File: src/rtl/riscv_core_div_pkg.sv
// rtl/riscv_core_div_pkg.sv - shared types and operand helpers for the RV64M divide unit
package riscv_core_div_pkg;

  localparam int DIV_XLEN = 64;

  typedef enum logic [1:0] {
    OP_DIV  = 2'b00,
    OP_DIVU = 2'b01,
    OP_REM  = 2'b10,
    OP_REMU = 2'b11
  } div_op_e;

  typedef enum logic [2:0] {
    S_IDLE,
    S_LAUNCH,
    S_RUN,
    S_RESP,
    S_DRAIN
  } div_state_e;

  // Magnitude of a two's complement value; the most-negative input maps to 2^(XLEN-1) unsigned.
  function automatic logic [DIV_XLEN-1:0] f_abs(input logic [DIV_XLEN-1:0] x, input logic is_signed);
    return (is_signed && x[DIV_XLEN-1]) ? (~x + 1'b1) : x;
  endfunction

  function automatic logic [DIV_XLEN-1:0] f_sext32(input logic [DIV_XLEN-1:0] x);
    return {{(DIV_XLEN-32){x[31]}}, x[31:0]};
  endfunction

endpackage

File: src/rtl/riscv_core_non_restoring.sv
// rtl/riscv_core_non_restoring.sv - unsigned iterative non-restoring divider, one quotient bit per cycle
module riscv_core_non_restoring #(
  parameter int XLEN = 64
) (
  input  logic            clk,
  input  logic            rstn,
  input  logic            en,
  input  logic [XLEN-1:0] dividend,
  input  logic [XLEN-1:0] divisor,
  output logic            done,
  output logic [XLEN-1:0] quotient,
  output logic [XLEN-1:0] remainder
);

  localparam int CW = $clog2(XLEN + 1);

  logic [XLEN:0]   rem_q;
  logic [XLEN-1:0] quo_q;
  logic [CW-1:0]   cnt_q;
  logic            busy_q;

  logic [XLEN+1:0] shifted;
  logic [XLEN+1:0] step_r;
  logic [XLEN:0]   new_r;
  logic [XLEN:0]   fixed_r;
  logic [XLEN-1:0] new_q;

  // Partial remainder needs two guard bits: |2r + bit| can reach 2*divisor before the add/subtract.
  always_comb begin
    shifted = {rem_q, quo_q[XLEN-1]};
    step_r  = rem_q[XLEN] ? (shifted + {2'b00, divisor}) : (shifted - {2'b00, divisor});
    new_r   = step_r[XLEN:0];
    new_q   = {quo_q[XLEN-2:0], ~step_r[XLEN+1]};
    fixed_r = new_r[XLEN] ? (new_r + {1'b0, divisor}) : new_r;
  end

  // The final iteration is presented combinationally so results appear in the done cycle.
  assign done      = busy_q && (cnt_q == CW'(1));
  assign quotient  = new_q;
  assign remainder = fixed_r[XLEN-1:0];

  always_ff @(posedge clk or negedge rstn) begin
    if (!rstn) begin
      rem_q  <= '0;
      quo_q  <= '0;
      cnt_q  <= '0;
      busy_q <= 1'b0;
    end else if (en) begin
      rem_q  <= '0;
      quo_q  <= dividend;
      cnt_q  <= CW'(XLEN);
      busy_q <= 1'b1;
    end else if (busy_q) begin
      rem_q <= new_r;
      quo_q <= new_q;
      cnt_q <= cnt_q - CW'(1);
      if (cnt_q == CW'(1)) busy_q <= 1'b0;
    end
  end

endmodule

File: src/rtl/riscv_core_div_unit.sv
// rtl/riscv_core_div_unit.sv - RV64M divide front-end: operand prep, core control, sign/word fix-up
module riscv_core_div_unit
  import riscv_core_div_pkg::*;
#(
  parameter int XLEN = DIV_XLEN
) (
  input  logic            i_non_restoring_clk,
  input  logic            i_non_restoring_rstn,
  input  logic            i_div_valid,
  output logic            o_div_ready,
  input  logic [1:0]      i_div_op,
  input  logic            i_div_word,
  input  logic [XLEN-1:0] i_div_rs1,
  input  logic [XLEN-1:0] i_div_rs2,
  input  logic            i_div_flush,
  output logic            o_div_valid,
  input  logic            i_div_ready,
  output logic [XLEN-1:0] o_div_result,
  output logic            o_div_busy
);

  div_state_e      state_q, state_d;
  div_op_e         op_q;
  logic            word_q, neg_q_q, neg_r_q;
  logic [XLEN-1:0] abs_a_q, abs_b_q, result_q;

  logic            is_signed, is_rem, accept, div_zero, overflow;
  logic [XLEN-1:0] a_ext, b_ext, min_neg, special_res;
  logic            core_en, core_done;
  logic [XLEN-1:0] core_quo, core_rem, sel_res, signed_res, final_res;

  always_comb begin
    is_signed = ~i_div_op[0];
    is_rem    = i_div_op[1];
    if (i_div_word) begin
      a_ext   = is_signed ? f_sext32(i_div_rs1) : {{(XLEN-32){1'b0}}, i_div_rs1[31:0]};
      b_ext   = is_signed ? f_sext32(i_div_rs2) : {{(XLEN-32){1'b0}}, i_div_rs2[31:0]};
      min_neg = {{(XLEN-31){1'b1}}, 31'b0};
    end else begin
      a_ext   = i_div_rs1;
      b_ext   = i_div_rs2;
      min_neg = {1'b1, {(XLEN-1){1'b0}}};
    end
    div_zero = (b_ext == '0);
    overflow = is_signed && (a_ext == min_neg) && (b_ext == '1);
    // REMUW returns the sign-extended 32-bit dividend even though the operand was zero-extended.
    if (div_zero) special_res = is_rem ? (i_div_word ? f_sext32(a_ext) : a_ext) : '1;
    else          special_res = is_rem ? '0 : a_ext;
    accept = (state_q == S_IDLE) && i_div_valid && !i_div_flush;
  end

  always_comb begin
    sel_res    = (op_q == OP_REM || op_q == OP_REMU) ? core_rem : core_quo;
    signed_res = ((op_q == OP_REM || op_q == OP_REMU) ? neg_r_q : neg_q_q) ? (~sel_res + 1'b1) : sel_res;
    final_res  = word_q ? f_sext32(signed_res) : signed_res;
  end

  always_ff @(posedge i_non_restoring_clk or negedge i_non_restoring_rstn) begin
    if (!i_non_restoring_rstn) state_q <= S_IDLE;
    else                       state_q <= state_d;
  end

  always_comb begin
    state_d = state_q;
    case (state_q)
      S_IDLE:   if (accept) state_d = (div_zero || overflow) ? S_RESP : S_LAUNCH;
      S_LAUNCH: state_d = i_div_flush ? S_DRAIN : S_RUN;
      // A flush landing on the done cycle has nothing left to drain.
      S_RUN: begin
        if (i_div_flush)    state_d = core_done ? S_IDLE : S_DRAIN;
        else if (core_done) state_d = S_RESP;
      end
      S_RESP:   if (i_div_flush || i_div_ready) state_d = S_IDLE;
      S_DRAIN:  if (core_done) state_d = S_IDLE;
      default:  state_d = S_IDLE;
    endcase
  end

  always_ff @(posedge i_non_restoring_clk or negedge i_non_restoring_rstn) begin
    if (!i_non_restoring_rstn) begin
      op_q     <= OP_DIV;
      word_q   <= 1'b0;
      neg_q_q  <= 1'b0;
      neg_r_q  <= 1'b0;
      abs_a_q  <= '0;
      abs_b_q  <= '0;
      result_q <= '0;
    end else begin
      if (accept) begin
        op_q    <= div_op_e'(i_div_op);
        word_q  <= i_div_word;
        abs_a_q <= f_abs(a_ext, is_signed);
        abs_b_q <= f_abs(b_ext, is_signed);
        neg_q_q <= is_signed && (a_ext[XLEN-1] ^ b_ext[XLEN-1]);
        neg_r_q <= is_signed && a_ext[XLEN-1];
        if (div_zero || overflow) result_q <= special_res;
      end
      if (state_q == S_RUN && core_done && !i_div_flush) result_q <= final_res;
    end
  end

  assign core_en      = (state_q == S_LAUNCH);
  assign o_div_ready  = (state_q == S_IDLE);
  assign o_div_valid  = (state_q == S_RESP);
  assign o_div_busy   = (state_q != S_IDLE);
  assign o_div_result = result_q;

  riscv_core_non_restoring #(
    .XLEN(XLEN)
  ) u_core (
    .clk       (i_non_restoring_clk),
    .rstn      (i_non_restoring_rstn),
    .en        (core_en),
    .dividend  (abs_a_q),
    .divisor   (abs_b_q),
    .done      (core_done),
    .quotient  (core_quo),
    .remainder (core_rem)
  );

endmodule

File: config.mk
export PLATFORM = sky130hd
export DESIGN_NAME = riscv_core_div_unit
export DESIGN_NICKNAME = d
export VERILOG_FILES = /design/src/rtl/riscv_core_div_pkg.sv /design/src/rtl/riscv_core_non_restoring.sv /design/src/rtl/riscv_core_div_unit.sv
export SDC_FILE = /design/constraint.sdc
export NUM_CORES = 1
export LEC_CHECK = 0
export BUFFER_PORTS_ARGS = -buffer_cell sky130_fd_sc_hd__buf_4
export CORE_ASPECT_RATIO = 1.25
export CORE_MARGIN = 2
export CORE_UTILIZATION = 51
export DETAILED_ROUTE_END_ITERATION = 10
export GPL_ROUTABILITY_DRIVEN = 0
export PLACE_DENSITY = 0.75
export SYNTH_ARGS = -nofsm -noshare
export SYNTH_HDL_FRONTEND = slang
export SYNTH_SLANG_ARGS = --single-unit
File: constraint.sdc
create_clock -name i_non_restoring_clk -period 21.9 [get_ports i_non_restoring_clk]
set_input_delay 2.19 -clock i_non_restoring_clk [delete_from_list [all_inputs] [get_ports i_non_restoring_clk]]
set_output_delay 2.19 -clock i_non_restoring_clk [all_outputs]
set_load 0.01 [all_outputs]
==> results.cfg <==
[synth]
synthDistinctLibCells = 109
synthSimpleGateAreaFrac = 0.231
syn_inst = 4176
synth_seq_cells = 336
mappedNetlistArea_sq_mm = 0.0317
synth-edff-count = 0
synthArstFlopShare = 1.00
synth_warnings = 0
synth_fp_nets = 4460
synth-xor-area-share = 0.0907
synth_top_family_by_area = compound AO/OA/AOI/OAI gates
synthMuxAreaShare = 0.0488
ys_seq_area_frac = 0.265
synth_compound_area_frac = 0.264
yosys_most_used_dff = dfrtp_1
postSynthAreaPerCell_sq_um = 7.59
synthAdderAreaFrac = 0.0596

[floorplanning]
fp.dieW_microns = 227
row_count = 102
start_util = 0.514
die_y_microns = 283
dieArea_sq_mm = 0.0641
coreArea_sq_mm = 0.0616
ios = 203

[route]
ant_nets = 0
routed_via_density = 6.56
drt_first_pass_iters = 7
wl_per_cell_microns = 22.5
dr_total_vias = 33342
drcViolationCount = 0
drt_iter0_drc = 3993
wl_microns = 114000

[grt]
grt_max_degree = 133
grt_pass1_wl_microns = 176000
overflow = 0
grtUsageTotal = 0.351
antenna_found_initial = 0
grt_pass1_vias = 31228

[cts]
cts_hold_buf = 0
clock_latency_ns = 0.57
cts.sinks = 336
cts.reportedPaths.clkPinSlew_ns = 0.07
cts-root-buf = clkbuf_16
cts_tree = built
h-tree-depth = 2
cts_made_buffers = 36
cts_buffer_depth = 3
post-cts-setup-buffers = 0
cts-resized-gates = 0

[timing]
tightest_slew_ns = 1.29
period_share = 0.490
slew_headroom = 0.132
hold_violations = 0
rsz0062_at_grt = no
clock.fmax_mhz = 93.3
slew_viol_final = 0
fin_setup_tns_ns = 0
fin_skew_ns = 0.0158
period_minus_slack_ns = 10.72
finalSetupViolCount = 0

[hold_path]
min_from = abs_a_q[54]$_DFFE_PN0P_
hold_class = reg -> reg

[finish]
final_layout_size_suffix_gt1_frac = 0.0930
syn_to_final_growth_pct = 10.3
fillers = 5812
final_util = 0.567
num-nets-final = 4506
multi_input_area_sq_mm = 0.0220
seqCellArea_sq_mm = 0.00842

[worst_setup_path]
worst_setup_path_start_kind = flop
crit_path_end_kind = flop
critPathTopFamily = simple AND/OR/NAND/NOR gates
crit_type = reg -> reg
critical-path-slowest-cell = nor4_1
worstSetupStartpoint = abs_b_q[7]$_DFFE_PN0P_
worstReg2RegStart = abs_b_q[7]$_DFFE_PN0P_
path_max_fanout = 7
arrival_ns = 11.18
worst-path-buf-inv = 0
cp.required_ns = 22.36
crit_path_max_incr_delay_ns = 0.65

[placed_design]
io_buffer_count = 202
dp_hpwl_microns = 88100

[run]
cap_violations = 0

[status]
outcome = finished, final reports clean
## worst min-delay path: stages, from the launching register on
cell	delay [ns]
dfrtp_1	0.34
nand2_1	0.05
o21ai_0	0.06
## state kept, by name, indices dropped and copies added, names as in the netlist
register	flops
u_core.quo_q	64
u_core.busy_q	1
word_q	1
u_core.rem_q	65
state_q	3
u_core.cnt_q	7
o_div_result	64
abs_b_q	64
neg_r_q	1
neg_q_q	1
abs_a_q	64
op_q	1
## cells in the mapped netlist (25+ instances only)
master	n	area share
a211oi_1	56	0.013
a21o_1	59	0.014
a21oi_1	369	0.058
a31oi_1	64	0.013
and2_1	26	0.0051
and3_1	34	0.0067
clkbuf_1	207	0.025
dfrtp_1	336	0.27
ha_1	146	0.058
inv_1	79	0.0094
mux2i_1	144	0.046
nand2_1	539	0.064
nand3_1	71	0.011
nand4_1	75	0.015
nor2_1	416	0.049
nor2b_1	49	0.0097
nor3_1	114	0.018
nor4_1	53	0.010
o211ai_1	53	0.013
o21a_1	29	0.0069
o21ai_0	398	0.063
o21bai_1	25	0.0059
o31ai_1	40	0.0095
or3_1	32	0.0063
xnor2_1	152	0.042
xor2_1	176	0.049
## stage by stage
step	setup slack, ns	instances	hold WS [ns]	area [sq um]
4_1_cts	11.61	5079	0.478	34900
5_1_grt	10.90	5079	0.497	34900
3_3_place_gp	11.71	5016	0.458	33700
3_5_place_dp	11.62	5016	0.465	33700
6_report	11.18	5080	0.477	34900
2_1_floorplan	13.56	4176	0.450	31700
## final timing paths
kind / slack (ns) / cells past startpoint / endpoint
worst max-delay path: 11.18 / 30 / o_div_result[58]$_DFFE_PN0P_
worst min-delay path: 0.48 / 2 / u_core.quo_q[54]$_DFFE_PN0P_
worst max register to register: 11.18 / 30 / o_div_result[58]$_DFFE_PN0P_
worst min register to register: 0.48 / 2 / u_core.quo_q[54]$_DFFE_PN0P_
max in group asynchronous: 18.00 / 3 / u_core.rem_q[64]$_DFFE_PN0P_
min in group asynchronous: 1.68 / 1 / o_div_result[14]$_DFFE_PN0P_
## placed cells by master (no fill, tap or decap), drive strengths merged, types with 19 or more instances in the layout
cell type and instances:
o211ai 54, and3 34, nand2b 22, o21bai 25, and2 26, nor2b 49
clkbuf 45, nand2 540, o31ai 42, inv 82, a211oi 57, dfrtp 336
xor2 176, or3 32, a31oi 64, and4 25, nor2 417, nand3 71
a221oi 25, nand4 76, buf 256, nor3 117, o41ai 20, ha 146
o21ai 424, or4 24, a21oi 372, or2 19, mux2i 144, xnor2 152
o21a 29, nor4 58, a21o 59
## layer usage
metal	vias up	part of all wire	wire [microns]	track usage
li1	15344	-	-	-
met3	411	0.095	10900	0.0563
met1	15699	0.39	45200	0.458
met2	1888	0.44	50900	0.552
met4	0	0.066	7570	0.197
met5	-	0	0	0
## final cells by class
cell class	instances	share of cell area
flip-flops and latches	336	0.241
inverters	81	0.00870
diodes	1	0.0000716
clock inverters	18	0.00669
clock buffers	45	0.0279
well taps	832	0.0298
repair buffers	256	0.0552
multi-input cells	3511	0.631
## kinds of logic (layout without fill, tap and decap cells)
family	count (synthesis)	count (layout)
other cells	0	1
simple gates	1542	1542
flops	336	336
fa+ha+maj	150	150
xor+xnor	328	328
compound gates	1338	1338
buf+inv	329	400
mux	153	153
Power is left out: the tool's default activity adds up to more than one toggle a clock period on the data nets, which glitch-free logic cannot reach.
